===== src/rtl/div_iter_param.sv =====
// div_iter_param: multi-cycle radix-2^BPC restoring divider for the EX stage.
// Signed or unsigned. Uses a start/ready handshake, with annul, busy and stall request.
// Optional feature macro: DIV_EARLY_OUT_EN. When it is defined, |dividend| < |divisor|
// skips the iteration phase and completes in one cycle with q=0 and r=dividend.
module div_iter_param #(
   parameter int WIDTH = 32,
   parameter int BPC   = 1
) (
   input  logic               clk,
   input  logic               rst,
   input  logic               start_i,
   input  logic               signed_i,
   input  logic               annul_i,
   input  logic [WIDTH-1:0]   opdata1_i,
   input  logic [WIDTH-1:0]   opdata2_i,
   output logic [2*WIDTH-1:0] result_o,
   output logic               ready_o,
   output logic               busy_o,
   output logic               stallreq_o
);
   localparam int ITER = WIDTH / BPC;
   localparam int CW   = (ITER > 1) ? $clog2(ITER) : 1;

   typedef enum logic [1:0] {S_IDLE = 2'd0, S_RUN = 2'd1, S_DONE = 2'd2} state_t;

   state_t             state_q, state_d;
   logic [CW-1:0]      cnt_q, cnt_d;
   logic [WIDTH-1:0]   quo_q, quo_d;     // dividend shifts out, quotient shifts in
   logic [WIDTH-1:0]   rem_q, rem_d;     // partial remainder (always < divisor)
   logic [WIDTH-1:0]   dvs_q, dvs_d;     // divisor magnitude
   logic               q_neg_q, q_neg_d;
   logic               r_neg_q, r_neg_d;
   logic [2*WIDTH-1:0] result_q, result_d;
   logic               ready_q, ready_d;
   logic               busy_q, busy_d;

   logic               op1_neg, op2_neg;
   logic [WIDTH-1:0]   abs1, abs2;
   logic [WIDTH:0]     trial;
   logic [WIDTH-1:0]   step_rem, step_quo, rem_fin, quo_fin;

   // Operand magnitudes; the most negative value maps onto itself as an unsigned magnitude.
   always_comb begin
      op1_neg = signed_i & opdata1_i[WIDTH-1];
      op2_neg = signed_i & opdata2_i[WIDTH-1];
      abs1    = op1_neg ? -opdata1_i : opdata1_i;
      abs2    = op2_neg ? -opdata2_i : opdata2_i;
   end

   // BPC cascaded compare/subtract steps per cycle on a WIDTH+1-bit trial remainder, then sign fix-up.
   always_comb begin
      step_rem = rem_q;
      step_quo = quo_q;
      trial    = '0;
      for (int i = 0; i < BPC; i++) begin
         trial    = {step_rem, step_quo[WIDTH-1]};
         step_quo = {step_quo[WIDTH-2:0], 1'b0};
         if (trial >= {1'b0, dvs_q}) begin
            trial       = trial - {1'b0, dvs_q};
            step_quo[0] = 1'b1;
         end
         step_rem = trial[WIDTH-1:0];
      end
      rem_fin = r_neg_q ? -step_rem : step_rem;
      quo_fin = q_neg_q ? -step_quo : step_quo;
   end

   // Hold EX while a request is pending and no result is being presented.
   assign stallreq_o = start_i & ~annul_i & (state_q != S_DONE);

   // Next-state and datapath updates; annul overrides everything except reset.
   always_comb begin
      state_d  = state_q;
      cnt_d    = cnt_q;
      quo_d    = quo_q;
      rem_d    = rem_q;
      dvs_d    = dvs_q;
      q_neg_d  = q_neg_q;
      r_neg_d  = r_neg_q;
      result_d = result_q;
      ready_d  = ready_q;
      busy_d   = busy_q;
      if (annul_i) begin
         state_d = S_IDLE;
         ready_d = 1'b0;
         busy_d  = 1'b0;
      end else begin
         case (state_q)
            S_IDLE: begin
               if (start_i) begin
                  if (opdata2_i == '0) begin
                     state_d  = S_DONE;
                     result_d = '0;
                     ready_d  = 1'b1;
                  end
`ifdef DIV_EARLY_OUT_EN
                  else if (abs1 < abs2) begin
                     state_d  = S_DONE;
                     result_d = {opdata1_i, {WIDTH{1'b0}}};
                     ready_d  = 1'b1;
                  end
`endif
                  else begin
                     quo_d   = abs1;
                     dvs_d   = abs2;
                     rem_d   = '0;
                     q_neg_d = op1_neg ^ op2_neg;
                     r_neg_d = op1_neg;
                     cnt_d   = '0;
                     state_d = S_RUN;
                     busy_d  = 1'b1;
                  end
               end
            end
            S_RUN: begin
               quo_d = step_quo;
               rem_d = step_rem;
               cnt_d = cnt_q + 1'b1;
               if (cnt_q == CW'(ITER - 1)) begin
                  state_d  = S_DONE;
                  busy_d   = 1'b0;
                  ready_d  = 1'b1;
                  result_d = {rem_fin, quo_fin};
               end
            end
            S_DONE: begin
               if (!start_i) begin
                  state_d = S_IDLE;
                  ready_d = 1'b0;
               end
            end
            default: begin
               state_d = S_IDLE;
               ready_d = 1'b0;
               busy_d  = 1'b0;
            end
         endcase
      end
   end

   // State and datapath registers; synchronous reset discards any operation in flight.
   always_ff @(posedge clk) begin
      if (rst) begin
         state_q  <= S_IDLE;
         cnt_q    <= '0;
         quo_q    <= '0;
         rem_q    <= '0;
         dvs_q    <= '0;
         q_neg_q  <= 1'b0;
         r_neg_q  <= 1'b0;
         result_q <= '0;
         ready_q  <= 1'b0;
         busy_q   <= 1'b0;
      end else begin
         state_q  <= state_d;
         cnt_q    <= cnt_d;
         quo_q    <= quo_d;
         rem_q    <= rem_d;
         dvs_q    <= dvs_d;
         q_neg_q  <= q_neg_d;
         r_neg_q  <= r_neg_d;
         result_q <= result_d;
         ready_q  <= ready_d;
         busy_q   <= busy_d;
      end
   end

   assign result_o = result_q;
   assign ready_o  = ready_q;
   assign busy_o   = busy_q;

endmodule


===== config.mk =====
export PLATFORM = sky130hd
export DESIGN_NAME = div_iter_param
export DESIGN_NICKNAME = d
export VERILOG_FILES = /design/src/rtl/div_iter_param.sv
export SDC_FILE = /design/constraint.sdc
export NUM_CORES = 1
export LEC_CHECK = 0
export ABC_AREA = 1
export BUFFER_PORTS_ARGS = -buffer_cell sky130_fd_sc_hd__buf_2
export CAP_MARGIN = 20
export CORE_UTILIZATION = 30
export CTS_BUF_LIST = sky130_fd_sc_hd__clkbuf_8
export DETAILED_ROUTE_END_ITERATION = 8
export SETUP_SLACK_MARGIN = 0.1
export SYNTH_ARGS = -nofsm -noshare
export SYNTH_HDL_FRONTEND = slang
export SYNTH_SLANG_ARGS = --single-unit

===== constraint.sdc =====
create_clock -name clk -period 5.1 [get_ports clk]
set_clock_uncertainty 0.15 [all_clocks]
set_input_delay 0.51 -clock clk [delete_from_list [all_inputs] [get_ports clk]]
set_output_delay 0.51 -clock clk [all_outputs]
set_load 0.05 [all_outputs]

---- After elaboration in Yosys (flattened, before gate mapping) ----
Cells that the tools add are included.
W data, S select, Z words.
cells by class
  bitwise operators ....................... 8
  $add $sub $neg .......................... 6
  muxes and demuxes ....................... 33
  eq/ne operators ......................... 9
  reduce and logical (&&, ||, !) cells .... 10
  magnitude comparators ................... 1
operator list
  operator               number
  $mux W32               9
  $mux W64               3
  $neg A32 Y32           4
  $pmux W32 S2           2
  $pmux W64 S2           1
  $ge A33 B32 Y1         1
  $logic_not A32 Y1      1
  $sub A32 B32 Y32       1
  $reduce_and A4 Y1      4
  $ne A2 B2 Y1 const B   6
  $mux W5                2
  $pmux W5 S2            1
  $mux W1                8
  $mux W2                4
  $pmux W1 S3            2
  $pmux W2 S3            1
  $add A5 B1 Y5 const B  1
  $eq A5 B5 Y1 const B   1
  $reduce_and A5 Y1      1
  $and A1 B1 Y1          4
  $not A1 Y1             3
  $reduce_and A3 Y1      1
  $eq A2 B1 Y1 const B   1
  $eq A2 B2 Y1 const B   1
  other kinds (4)        4
storage, ports and cells
  output and inout bits ................... 67
  bits of input ports ..................... 69
  word-level logic and storage cells ...... 77
  register bits after elaboration ......... 171

---- Longest topological paths before layout ----
  depth in word-level cells ............... 6
  gate-level depth with buffers ........... 28
  mapped depth without buffers ............ 27

---- Worst setup path before layout ----
OpenSTA, ideal clock, no wires.
  kind .................................... register to register
  from .................................... register dvs_q[20]
  to ...................................... register result_q[28] (netlist: result_o[28])
  path slack .............................. 1,265 ps
  arrival time ............................ 3,553 ps
  library setup time ...................... 132 ps
  data required time ...................... 4,818 ps
  cell stages (with the launch flop) ...... 27
  path through ............................ dfxtp_1 > inv_1 > ha_1 > a21oi_1 > nand2_1 > nand2_1 > nand2_1 > nand2_1 > nand3_2 > nor2_8 > nand2_8 > inv_2 > buf_6 > ha_1 > inv_1 > nor3_1 > nand3_1 > nor3_1 > nand4_1 > nor2_1 > a31oi_1 > a21oi_1 > nand2_1 > o21ai_0 > a21oi_1 > o21ai_0 > a21oi_1
between the ends
  cells in the longest elaborated chain, start to end .. 6
ends and longest elaborated chain
  element                 RTL line  RTL
  start, declared         30        logic [WIDTH-1:0] dvs_q, dvs_d;
  start signal, assigned  159       dvs_q <= dvs_d;
  $ge A33 B32 Y1          58        if (trial >= {1'b0, dvs_q}) begin
  $mux W1                 58
  $neg A32 Y32            65        quo_fin = q_neg_q ? -step_quo : step_quo;
  $mux W32                65
  $mux W64                119       if (cnt_q == CW'(ITER - 1)) begin
  $pmux W64 S2            88        case (state_q)
  end signal, assigned    162       result_q <= result_d;
  end, declared           33        logic [2*WIDTH-1:0] result_q, result_d;
No other way between the ends. The select of a mux whose other input is x is not followed.
A chain may end at the register's enable or synchronous reset.

---- Final worst setup path ----
Ends and elaborated chain as after synthesis.

==> impl_metrics.py <==
metrics = {
    "outcome": {
        "outcome": "finished, final reports clean",
    },
    "die": {
        "die_area_um2": 41620,
        "chipHeight_um": 204.0,
        "io_pins": 136,
        "die_w_um": 204.0,
        "core-area_um2": 40010,
        "rows": 73,
        "start_util": 0.3060,
    },
    "sta": {
        "finalHoldViolCount": 0,
        "worst_pin_slew_ns": 1.059,
        "period_needed_ns": 4.378,
        "setup_viol": 0,
        "finalCritPeriodShare": 0.8583,
        "maxSlewHeadroom": 0.2934,
        "fmax_mhz": 228.4,
        "drv_slew": 0,
        "rsz0062_at_grt": "no",
        "setup_tns_ns": 0,
    },
    "clock_network": {
        "cts_sinks": 171,
        "ctsResizeCount": 0,
        "cts_hold_buf": 0,
        "cts_tree": "built",
        "clk_pin_slew_ns": 0.12,
        "cts_made_buffers": 17,
        "clockRootBuffer": "clkbuf_8",
        "clkLatencyLatePin_ns": 0.50,
        "post-cts-setup-buffer-count": 0,
        "cts_max_level": 4,
        "cts_max_path_buffers": 2,
    },
    "pwr": {
        "seqPwrFrac": 0.409,
        "power_mw": 3.503,
        "p_int_mw": 2.151,
        "ir_worst_vdd_uv": 192.2,
        "powerDensity_nw_per_um2": 254.2,
        "power_switching_mw": 1.352,
        "swShare": 0.3858,
        "pwr-share-clk": 0.306,
        "p_leak_nw": 6.501,
        "comb_power_share": 0.284,
    },
    "critical_path": {
        "worstPathMaxFanout": 8,
        "reg2reg_slack_ns": 0.72,
        "r2r_cells": 25,
        "crit_arrival_ns": 4.58,
        "cp-end-kind": "register",
        "critical_path_class": "register to register",
        "rr_startpoint": "dvs_q[20]",
        "worst_r2r_endpoint": "result_o[28]",
        "cp_data_required_time_ns": 5.30,
        "crit_path_start_kind": "register",
    },
    "hold_path": {
        "hold_start": "opdata1_i[0]",
        "hold_path_class": "input pin to register",
        "hold-path-cell-count": 3,
        "worstHoldEndpoint": "quo_q[0]",
    },
    "routing": {
        "totalWireLength_um": 43220,
        "first_pass_iters": 5,
        "drc": 0,
        "vias_per_cell": 4.948,
        "vias": 12910,
        "antenna_left": 0,
        "wl_per_cell_um": 16.56,
        "first_iter_violations": 1053,
    },
    "placed_design": {
        "gp_congestion": 0.9460,
        "io_buffer_count": 135,
        "dp_hpwl_um": 34030,
    },
    "synthesis": {
        "ys_seq_elements": 171,
        "synth_nets": 2086,
        "synth-edff-count": 0,
        "syn_area_per_cell_um2": 6.189,
        "synthArstFlopShare": 0,
        "syn_inst": 1978,
        "synth_area_um2": 12240,
        "ys_types": 55,
        "synth.yosys.seq_area_share": 0.2796,
        "ys.flop_type": "dfxtp_1",
        "synth_warnings": 0,
    },
    "layout": {
        "layout.nets": 2179,
        "drive_above_1_share": 0.1224,
        "final_cell_mix": "nand2_1, inv_1, a21oi_1",
        "area_growth_pct": 12.56,
        "n_antenna_cell": 0,
        "final_common_cell": "nand2_1",
    },
    "global_routing": {
        "grt_pass1_wl_um": 68570,
        "antenna_found_initial": 0,
        "grt_max_degree": 67,
        "grt_use_total": 0.2117,
        "grt_overflow": 0,
        "grt_pass1_vias": 12290,
    },
    "job": {
        "maxCapViolCount": 0,
    },
}
[per-stage QoR]
stage / worst slack (ns) / area [µm²] / cells / hold WS (ns) / util
finish: 0.7224 / 13780 / 2609 / 0.1430 / 0.3444
detailed placement: 0.8334 / 13360 / 2577 / 0.3034 / 0.3339
CTS: 0.7544 / 13780 / 2609 / 0.1046 / 0.3444
floorplan: 1.265 / 12240 / 1978 / 0.2801 / -
global route: 0.2915 / 13780 / 2609 / 0.1080 / 0.3444
global placement: 0.8665 / 13360 / 2577 / 0.2966 / 0.3339
[critical path, stage by stage, from the launching register on]
cell     delay (ns)
dfxtp_1        0.34
inv_1          0.04
ha_1           0.33
a21oi_1        0.26
nand2_1        0.12
nand2_1        0.07
nand2_1        0.07
nand2_1        0.08
nand3_2        0.11
nor2_8         0.19
nand2_8        0.06
inv_2          0.06
ha_1           0.15
inv_1          0.06
nor3_1         0.26
nand3_1        0.15
nor3_1         0.29
nand4_1        0.24
nor2_1         0.28
a31oi_1        0.18
a21oi_1        0.19
nand2_1        0.09
o21ai_0        0.20
a21oi_1        0.09
o21ai_0        0.09
a21oi_1        0.09
[Yosys cell counts (6+ instances only)]
cell	instances	area, µm²
a21o_1	6	45.04
a21oi_1	221	1106
a22oi_1	12	90.09
a31oi_1	11	68.82
buf_1	7	26.28
clkbuf_1	57	214.0
dfxtp_1	171	3423
ha_1	38	475.5
inv_1	225	844.6
inv_2	11	41.29
nand2_1	541	2031
nand2_2	10	62.56
nand3_1	118	590.6
nand3b_1	7	52.55
nand4_1	22	137.6
nor2_1	186	698.2
nor2_2	11	68.82
nor3_1	29	145.1
nor4_1	8	50.05
o211ai_1	6	45.04
o21ai_0	114	570.6
o21ai_1	12	60.06
o21ai_2	11	96.34
o21bai_1	8	60.06
or2_2	8	50.05
xnor2_1	24	210.2
xor2_1	44	385.4
[worst max path at each step]
stage / depth (start not counted) / slack, ns / from / endpoint
floorplan: 26 / 1.27 / dvs_q[20] / result_o[28]
global placement: 25 / 0.87 / dvs_q[20] / result_o[28]
detailed placement: 25 / 0.83 / dvs_q[20] / result_o[28]
CTS: 25 / 0.75 / dvs_q[20] / result_o[28]
global route: 25 / 0.29 / dvs_q[24] / result_o[28]
finish: 25 / 0.72 / dvs_q[20] / result_o[28]
[flip-flops by register name, summed over array words and instances, names as in the netlist]
register	cells
ready_o	1
r_neg_q	1
rem_q	32
quo_q	32
dvs_q	32
cnt_q	5
busy_o	1
state_q	2
q_neg_q	1
result_o	64
[power groups by stage]
stage / sequential [mW] / combinational, mW / clock (mW)
6_report: 1.43 / 0.996 / 1.07
5_1_grt: 1.44 / 1.11 / 1.16
4_1_cts: 1.43 / 0.990 / 1.10
3_5_place_dp: 1.46 / 0.986 / 0
3_3_place_gp: 1.46 / 0.986 / 0
2_1_floorplan: 1.47 / 0.680 / 0
[cell type report]
class | count | area [µm²]
clock buffer | 18 | 247.7
clock inverter | 14 | 175.2
fill | 4476 | 26230
inverter | 240 | 900.9
multi-input combinational | 1494 | 7607
sequential | 171 | 3423
tap | 525 | 656.9
timing repair buffer | 147 | 768.2
[logic make-up (layout without fill, tap and decap cells)]
group	Yosys count	in the layout	share of synthesized area
simple gates	964	964	0.3405
compound gates	423	423	0.1899
buf+inv	313	419	0.1009
flops	171	171	0.2796
xor+xnor	68	68	0.04865
fa+ha+maj	39	39	0.04047
[per-layer routing]
metal,up-vias,track usage,routed length [µm]
li1,6618,-,-
met3,40,0.03603,2313
met5,-,0,0
met1,5966,0.2855,20200
met2,286,0.3472,19870
met4,0,0.05490,827
(Power assumes the default switching activity.)
